$ cat src/rtl/decode_queue.sv
// Multi-lane RV32I decode stage. Each lane is decoded statically, set lanes are compacted in
// lane order into a circular queue, and the oldest NOUT entries are presented to dispatch.

package C;
  localparam int XLEN = 32;

  typedef enum logic [1:0] {FU_ALU, FU_BRU, FU_LSU, FU_NONE} fu_t;

  typedef struct packed {
    logic [XLEN-1:0] pc;
    logic [31:0]     tinst;
    fu_t             fu;
    logic [3:0]      op;
    logic [4:0]      rs1;
    logic [4:0]      rs2;
    logic [4:0]      rd;
    logic            rs1_valid;
    logic            rs2_valid;
    logic            rd_valid;
    logic [31:0]     imm;
    logic            use_uimm;
    logic [1:0]      size;
    logic            valid;
  } si_t;
endpackage

module static_decoder (
  input  logic [C::XLEN-1:0] pc,
  input  logic [31:0]        inst,
  output C::si_t             si
);
  logic [6:0]  opcode;
  logic [2:0]  f3;
  logic [31:0] imm_i, imm_s, imm_b, imm_u, imm_j;

  assign opcode = inst[6:0];
  assign f3     = inst[14:12];
  assign imm_i  = {{20{inst[31]}}, inst[31:20]};
  assign imm_s  = {{20{inst[31]}}, inst[31:25], inst[11:7]};
  assign imm_b  = {{19{inst[31]}}, inst[31], inst[7], inst[30:25], inst[11:8], 1'b0};
  assign imm_u  = {inst[31:12], 12'h000};
  assign imm_j  = {{11{inst[31]}}, inst[31], inst[19:12], inst[20], inst[30:21], 1'b0};

  // Unrecognised encodings keep pc/tinst with valid = 0 so the backend can trap on them.
  always_comb begin
    si       = '0;
    si.pc    = pc;
    si.tinst = inst;
    si.fu    = C::FU_NONE;
    si.rs1   = inst[19:15];
    si.rs2   = inst[24:20];
    si.rd    = inst[11:7];
    case (opcode)
      7'h13: begin
        si.fu = C::FU_ALU; si.op = {(f3 == 3'b101) & inst[30], f3};
        si.rs1_valid = 1'b1; si.rd_valid = 1'b1; si.imm = imm_i; si.valid = 1'b1;
      end
      7'h33: begin
        si.fu = C::FU_ALU; si.op = {inst[30], f3};
        si.rs1_valid = 1'b1; si.rs2_valid = 1'b1; si.rd_valid = 1'b1; si.valid = 1'b1;
      end
      7'h37, 7'h17: begin
        si.fu = C::FU_ALU; si.op = (opcode == 7'h17) ? 4'hF : 4'h0;
        si.rd_valid = 1'b1; si.imm = imm_u; si.use_uimm = 1'b1; si.valid = 1'b1;
      end
      7'h6F: begin
        si.fu = C::FU_BRU; si.op = 4'h8; si.rd_valid = 1'b1; si.imm = imm_j; si.valid = 1'b1;
      end
      7'h67: begin
        si.fu = C::FU_BRU; si.op = 4'h9; si.rs1_valid = 1'b1; si.rd_valid = 1'b1;
        si.imm = imm_i; si.valid = (f3 == 3'b000);
      end
      7'h63: begin
        si.fu = C::FU_BRU; si.op = {1'b0, f3}; si.rs1_valid = 1'b1; si.rs2_valid = 1'b1;
        si.imm = imm_b; si.valid = (f3 != 3'b010) && (f3 != 3'b011);
      end
      7'h03: begin
        si.fu = C::FU_LSU; si.op = {1'b0, f3}; si.rs1_valid = 1'b1; si.rd_valid = 1'b1;
        si.imm = imm_i; si.size = f3[1:0];
        si.valid = (f3 != 3'b011) && (f3 != 3'b110) && (f3 != 3'b111);
      end
      7'h23: begin
        si.fu = C::FU_LSU; si.op = {1'b1, f3}; si.rs1_valid = 1'b1; si.rs2_valid = 1'b1;
        si.imm = imm_s; si.size = f3[1:0]; si.valid = (f3 <= 3'b010);
      end
      default: ;
    endcase
  end
endmodule

module decode_queue #(
  parameter int NIN   = 2,
  parameter int NOUT  = 2,
  parameter int DEPTH = 8
) (
  input  logic                             clk_i,
  input  logic                             rst_i,
  input  logic                             flush_i,
  input  logic [NIN-1:0]                   fetch_valid_i,
  input  logic [NIN*C::XLEN-1:0]           fetch_pc_i,
  input  logic [NIN*32-1:0]                fetch_data_i,
  output logic                             fetch_ready_o,
  output logic [NOUT-1:0]                  dec_valid_o,
  output logic [NOUT*$bits(C::si_t)-1:0]   dec_si_o,
  input  logic [$clog2(NOUT+1)-1:0]        dec_pop_i,
  output logic [$clog2(DEPTH+1)-1:0]       count_o
);
  localparam int SIW = $bits(C::si_t);
  localparam int PW  = $clog2(DEPTH);
  localparam int CW  = $clog2(DEPTH+1);
  localparam int NW  = $clog2(NIN+1);

  C::si_t          mem [DEPTH];
  C::si_t          lane_si [NIN];
  logic [PW-1:0]   lane_slot [NIN];
  logic [PW-1:0]   wr_ptr_reg, rd_ptr_reg;
  logic [CW-1:0]   count_reg, pop_cnt, avail;
  logic [NW-1:0]   push_cnt;
  logic            push_en;

  for (genvar gi = 0; gi < NIN; gi++) begin : g_dec
    static_decoder u_dec (
      .pc   (fetch_pc_i[gi*C::XLEN +: C::XLEN]),
      .inst (fetch_data_i[gi*32 +: 32]),
      .si   (lane_si[gi])
    );
  end

  // Each set lane lands after all lower set lanes, so sparse bundles compact with no holes.
  always_comb begin
    push_cnt = '0;
    for (int i = 0; i < NIN; i++) begin
      lane_slot[i] = wr_ptr_reg + PW'(push_cnt);
      push_cnt     = push_cnt + NW'(fetch_valid_i[i]);
    end
  end

  assign fetch_ready_o = (count_reg <= CW'(DEPTH - NIN));
  assign push_en       = fetch_ready_o & (|fetch_valid_i) & ~flush_i;
  assign pop_cnt       = (CW'(dec_pop_i) > count_reg) ? count_reg : CW'(dec_pop_i);
  assign avail         = (count_reg > CW'(NOUT)) ? CW'(NOUT) : count_reg;
  assign count_o       = count_reg;

  always_ff @(posedge clk_i or posedge rst_i) begin
    if (rst_i) begin
      wr_ptr_reg <= '0;
      rd_ptr_reg <= '0;
      count_reg  <= '0;
    end else if (flush_i) begin
      wr_ptr_reg <= '0;
      rd_ptr_reg <= '0;
      count_reg  <= '0;
    end else begin
      wr_ptr_reg <= wr_ptr_reg + (push_en ? PW'(push_cnt) : PW'(0));
      rd_ptr_reg <= rd_ptr_reg + PW'(pop_cnt);
      count_reg  <= count_reg + (push_en ? CW'(push_cnt) : CW'(0)) - pop_cnt;
    end
  end

  // Payload needs no reset: count gates what is visible.
  always_ff @(posedge clk_i) begin
    if (push_en) begin
      for (int i = 0; i < NIN; i++) begin
        if (fetch_valid_i[i]) mem[lane_slot[i]] <= lane_si[i];
      end
    end
  end

  for (genvar gi = 0; gi < NOUT; gi++) begin : g_out
    assign dec_valid_o[gi]          = (count_reg > CW'(gi));
    assign dec_si_o[gi*SIW +: SIW]  = mem[rd_ptr_reg + PW'(gi)];
  end

  pop_within_presented: assert property (@(posedge clk_i) disable iff (rst_i)
    CW'(dec_pop_i) <= avail);
endmodule

$ cat config.mk
export PLATFORM = sky130hd
export DESIGN_NAME = decode_queue
export DESIGN_NICKNAME = d
export VERILOG_FILES = /design/src/rtl/decode_queue.sv
export SDC_FILE = /design/constraint.sdc
export NUM_CORES = 2
export LEC_CHECK = 0
export ABC_AREA = 1
export BUFFER_PORTS_ARGS = -buffer_cell sky130_fd_sc_hd__buf_2
export CELL_PAD_IN_SITES_DETAIL_PLACEMENT = 1
export CELL_PAD_IN_SITES_GLOBAL_PLACEMENT = 2
export CORE_MARGIN = 4
export CORE_UTILIZATION = 33
export DETAILED_ROUTE_END_ITERATION = 8
export GPL_TIMING_DRIVEN = 0
export PLACE_DENSITY = 0.8
export SYNTH_ARGS = -nofsm -noshare
export SYNTH_HDL_FRONTEND = slang
export SYNTH_SLANG_ARGS = --single-unit
$ cat constraint.sdc
create_clock -name clk_i -period 9.6 [get_ports clk_i]
set_input_delay 1.44 -clock clk_i [delete_from_list [all_inputs] [get_ports clk_i]]
set_output_delay 1.44 -clock clk_i [all_outputs]
set_load 0.02 [all_outputs]
==> metrics.txt <==
# TYPE chip_impl_metric gauge
chip_impl_metric{name="detail-route-antenna-nets",unit=""} 0
chip_impl_metric{name="worst-path-max-fanout",unit=""} 10
chip_impl_info{name="top_signal_layer_used",value="met5"} 1
chip_impl_metric{name="initialDrtViolationCount",unit=""} 7187
chip_impl_metric{name="ios",unit=""} 390
chip_impl_info{name="yosysMostFrequentCell",value="nand2_1"} 1
chip_impl_metric{name="clock.fmax",unit="MHz"} 149
chip_impl_metric{name="die_width",unit="um"} 413
chip_impl_metric{name="layout_min_cycle_time",unit="ns"} 6.73
chip_impl_metric{name="netlist.area_leader.share",unit="%"} 48.4
chip_impl_info{name="cts_root_buffer",value="clkbuf_16"} 1
chip_impl_metric{name="cts_setup_buffers",unit=""} 0
chip_impl_metric{name="worst_ep_required",unit="ns"} 8.16
chip_impl_metric{name="finalInstanceArea",unit="um2"} 63200
chip_impl_metric{name="cts_buffer_depth",unit=""} 3
chip_impl_metric{name="dr_wl_met3",unit="um"} 34700
chip_impl_info{name="synth_common_cells",value="nand2_1 (1875), o21ai_0 (1367), edfxtp_1 (872), a21oi_1 (577), nor2_1 (545)"} 1
chip_impl_metric{name="routed-wl-met2",unit="um"} 135000
chip_impl_info{name="crit_type",value="reg -> out"} 1
chip_impl_metric{name="placedInstanceArea",unit="um2"} 59600
chip_impl_metric{name="drive_above_1_share",unit="%"} 12.0
chip_impl_metric{name="gp_routability_congestion",unit=""} 0.993
chip_impl_metric{name="grt_remaining_overflow",unit=""} 0
chip_impl_metric{name="design.core.area",unit="um2"} 163000
chip_impl_info{name="timing.hold.worst.class",value="reg -> reg"} 1
chip_impl_info{name="setup_repair_after_global_routing_missed_its_margin",value="no"} 1
chip_impl_info{name="cts_tree",value="yes"} 1
chip_impl_metric{name="fp-row-count",unit=""} 148
chip_impl_metric{name="drt-pass1-iter-count",unit=""} 6
chip_impl_metric{name="setup_tns",unit="ns"} 0
chip_impl_metric{name="detailed_place_hpwl",unit="um"} 232000
chip_impl_metric{name="start_util",unit="%"} 33.2
chip_impl_metric{name="total_power",unit="mW"} 20.8
chip_impl_metric{name="clk_lat_worst_skew",unit="ns"} 0.76
chip_impl_metric{name="portBuffers",unit=""} 336
chip_impl_metric{name="synthesis.yosys.warnings",unit=""} 0
chip_impl_info{name="predominant_post_synthesis_flop_cell",value="edfxtp_1"} 1
chip_impl_metric{name="setup_violations",unit=""} 0
chip_impl_metric{name="fin_ws",unit="ns"} 2.87
chip_impl_metric{name="finalCritPeriodShare",unit="%"} 70.1
chip_impl_metric{name="timing.max_slew.rel_slack",unit="%"} -5.29
chip_impl_metric{name="netlist_instances",unit=""} 6956
chip_impl_metric{name="synth_seq_area_share",unit="%"} 48.9
chip_impl_metric{name="grtUsageTotal",unit="%"} 35.5
chip_impl_info{name="cp_slowest_cell",value="clkbuf_1"} 1
chip_impl_metric{name="cts_max_level",unit=""} 3
chip_impl_info{name="worstPathCellList",value="clkbuf_1 > inv_2 > clkbuf_2 > clkbuf_1 > a21oi_1 > a31oi_1 > buf_2"} 1
chip_impl_metric{name="wire_length_of_the_first_global_routing_pass",unit="um"} 431000
chip_impl_metric{name="numCtsBuffers",unit=""} 109
chip_impl_metric{name="postSynth.asyncResetShare",unit="%"} 1.13
chip_impl_metric{name="die-height",unit="um"} 413
chip_impl_metric{name="ys_seq_elements",unit=""} 882
chip_impl_metric{name="leakage",unit="nW"} 25.7
chip_impl_metric{name="via_count_of_the_first_global_routing_pass",unit=""} 57394
chip_impl_metric{name="vias",unit=""} 58239
chip_impl_metric{name="synthesis.area",unit="um2"} 54100
chip_impl_metric{name="pwr_density_cell",unit="nW/um2"} 329
chip_impl_info{name="violations_in_the_final_reports",value="capacitance limit, slew limit"} 1
chip_impl_metric{name="path_clk_slew",unit="ns"} 0.06
chip_impl_info{name="run_status",value="finished with violations"} 1
chip_impl_info{name="critical_path.most_common_cell",value="clkbuf_1"} 1
chip_impl_metric{name="largest_register_ff_count",unit=""} 872
chip_impl_metric{name="worst_ep_arrival_time",unit="ns"} 5.29
chip_impl_metric{name="synth.lib_cells_used.distinct",unit=""} 42
chip_impl_info{name="worst_setup_path_start_kind",value="flop"} 1
chip_impl_metric{name="wl_met1",unit="um"} 122000
chip_impl_metric{name="postCtsHoldBufs",unit=""} 0
chip_impl_metric{name="final_net_count",unit=""} 7607
chip_impl_metric{name="max-vdd-ir-drop",unit="mV"} 0.207
chip_impl_metric{name="drt-wirelength-per-cell",unit="um"} 32.0
chip_impl_metric{name="max_cap_viol_count",unit=""} 2
chip_impl_metric{name="drt-vias-per-instance",unit=""} 5.98
chip_impl_info{name="critical_path.endpoint_type",value="output pin"} 1
chip_impl_metric{name="clock_sinks",unit=""} 882
chip_impl_metric{name="syn-mean-instance-area",unit="um2"} 7.78
chip_impl_metric{name="synth-edff-count",unit=""} 872
chip_impl_metric{name="synth_nets",unit=""} 7112
chip_impl_metric{name="synthToLayoutAreaGrowth",unit="%"} 16.8
chip_impl_metric{name="fp.dieArea",unit="um2"} 170000
chip_impl_metric{name="final-hold-violation-count",unit=""} 0
chip_impl_metric{name="finalClockSkew",unit="ns"} 0.0318
chip_impl_metric{name="antenna_found_initial",unit=""} 35
chip_impl_metric{name="wl",unit="um"} 312000
chip_impl_metric{name="tightestPinTransition",unit="ns"} 1.58
chip_impl_metric{name="slowest_delay",unit="ns"} 0.90
chip_impl_metric{name="grt_start_max_net_pins",unit=""} 25
chip_impl_metric{name="route.detailed.drc",unit=""} 0
chip_impl_info{name="biggest_area_consumer_among_synthesized_cells",value="edfxtp_1"} 1
chip_impl_metric{name="post-place-ws",unit="ns"} 3.99
chip_impl_metric{name="slew_violations",unit=""} 24
chip_impl_info{name="synth.top_cells.by_area",value="edfxtp_1 (48%), nand2_1 (13%), o21ai_0 (13%), a21oi_1 (5.3%), nor2_1 (3.8%)"} 1
chip_impl_metric{name="cts_resized",unit=""} 0
[path summary, 6_finish.rpt]
| path | startpoint | end | slack (ns) | depth (start not counted) |
|---|---|---|---|---|
| setup / recovery | rd_ptr_reg[1] | dec_si_o[22] | 2.87 | 7 |
| hold / removal | wr_ptr_reg[2] | wr_ptr_reg[2] | 0.65 | 2 |
| setup reg to reg | wr_ptr_reg[0] | mem[6][99] | 4.87 | 15 |
| hold reg to reg | wr_ptr_reg[2] | wr_ptr_reg[2] | 0.65 | 2 |
| max in group asynchronous | rst_i | wr_ptr_reg[1] | 8.61 | 2 |
| min in group asynchronous | rst_i | count_o[2] | 0.68 | 2 |
[area by class of cell]
class / count / area (um2)
Fill cell: 19777 / 99600
Sequential cell: 882 / 26400
Multi-Input combinational cell: 4963 / 23100
Buffer: 637 / 2880
Clock buffer: 125 / 2810
Tap cell: 2175 / 2720
Timing Repair Buffer: 384 / 2680
Inverter: 474 / 1780
Clock inverter: 76 / 702
Antenna cell: 17 / 42.5
[per-stage QoR]
stage / std cells / hold slack, ns / utilization (%)
finish: 9733 / 0.650 / 38.8
global route: 9718 / 0.669 / 38.8
CTS: 9715 / 0.657 / 38.8
detailed placement: 9514 / 0.640 / 36.6
global placement: 9467 / 0.621 / 35.9
floorplan: 6956 / 0.577 / -
[power by group]
group | internal [mW] | switching (mW)
clock | 2.39 | 1.87
sequential | 4.42 | 0.0795
combinational | 2.94 | 9.12
total | 9.74 | 11.1
[placed cells by master, fill, tap and decap left out, drive strengths merged]
master and count:
xor2 4, nand3 40, nand4 27, o21bai 2, diode 17, bufinv 11
o21ai 1476, nor3 9, a21boi 6, o22ai 2, o21a 1, edfxtp 872
a21oi 577, nand3b 1, dfrtp 10, clkinv 55, or2 2, a21o 1
nor2 553, clkbuf 461, a31oi 218, inv 478, clkinvlp 6, fa 3
buf 685, nand2 1912, ha 18, o211ai 111
[cells by family after synthesis]
logic type	share of synthesized area, %
AOI/OAI and AO/OA	23.3
and+or+nand+nor	18.7
DFF	48.9
adders and majority gates	0.527
xor gates and xnor gates	0.0648
buffers and inverters	8.58
[worst max-delay path: cells and delay by family (launching register included)]
family | cells | cell delay [ns]
buffers and inverters | 5 | 2.83
AOI/OAI and AO/OA | 2 | 1.11
DFF | 1 | 0.58
[layer usage]
| layer | vias to the layer above | GRT usage (%) |
|---|---|---|
| met5 | - | 0 |
| met4 | 18 | 19.4 |
| met3 | 820 | 9.25 |
| met2 | 3491 | 54.0 |
| met1 | 29208 | 45.9 |
| li1 | 24702 | - |
Power figures use the tool's default switching activity.
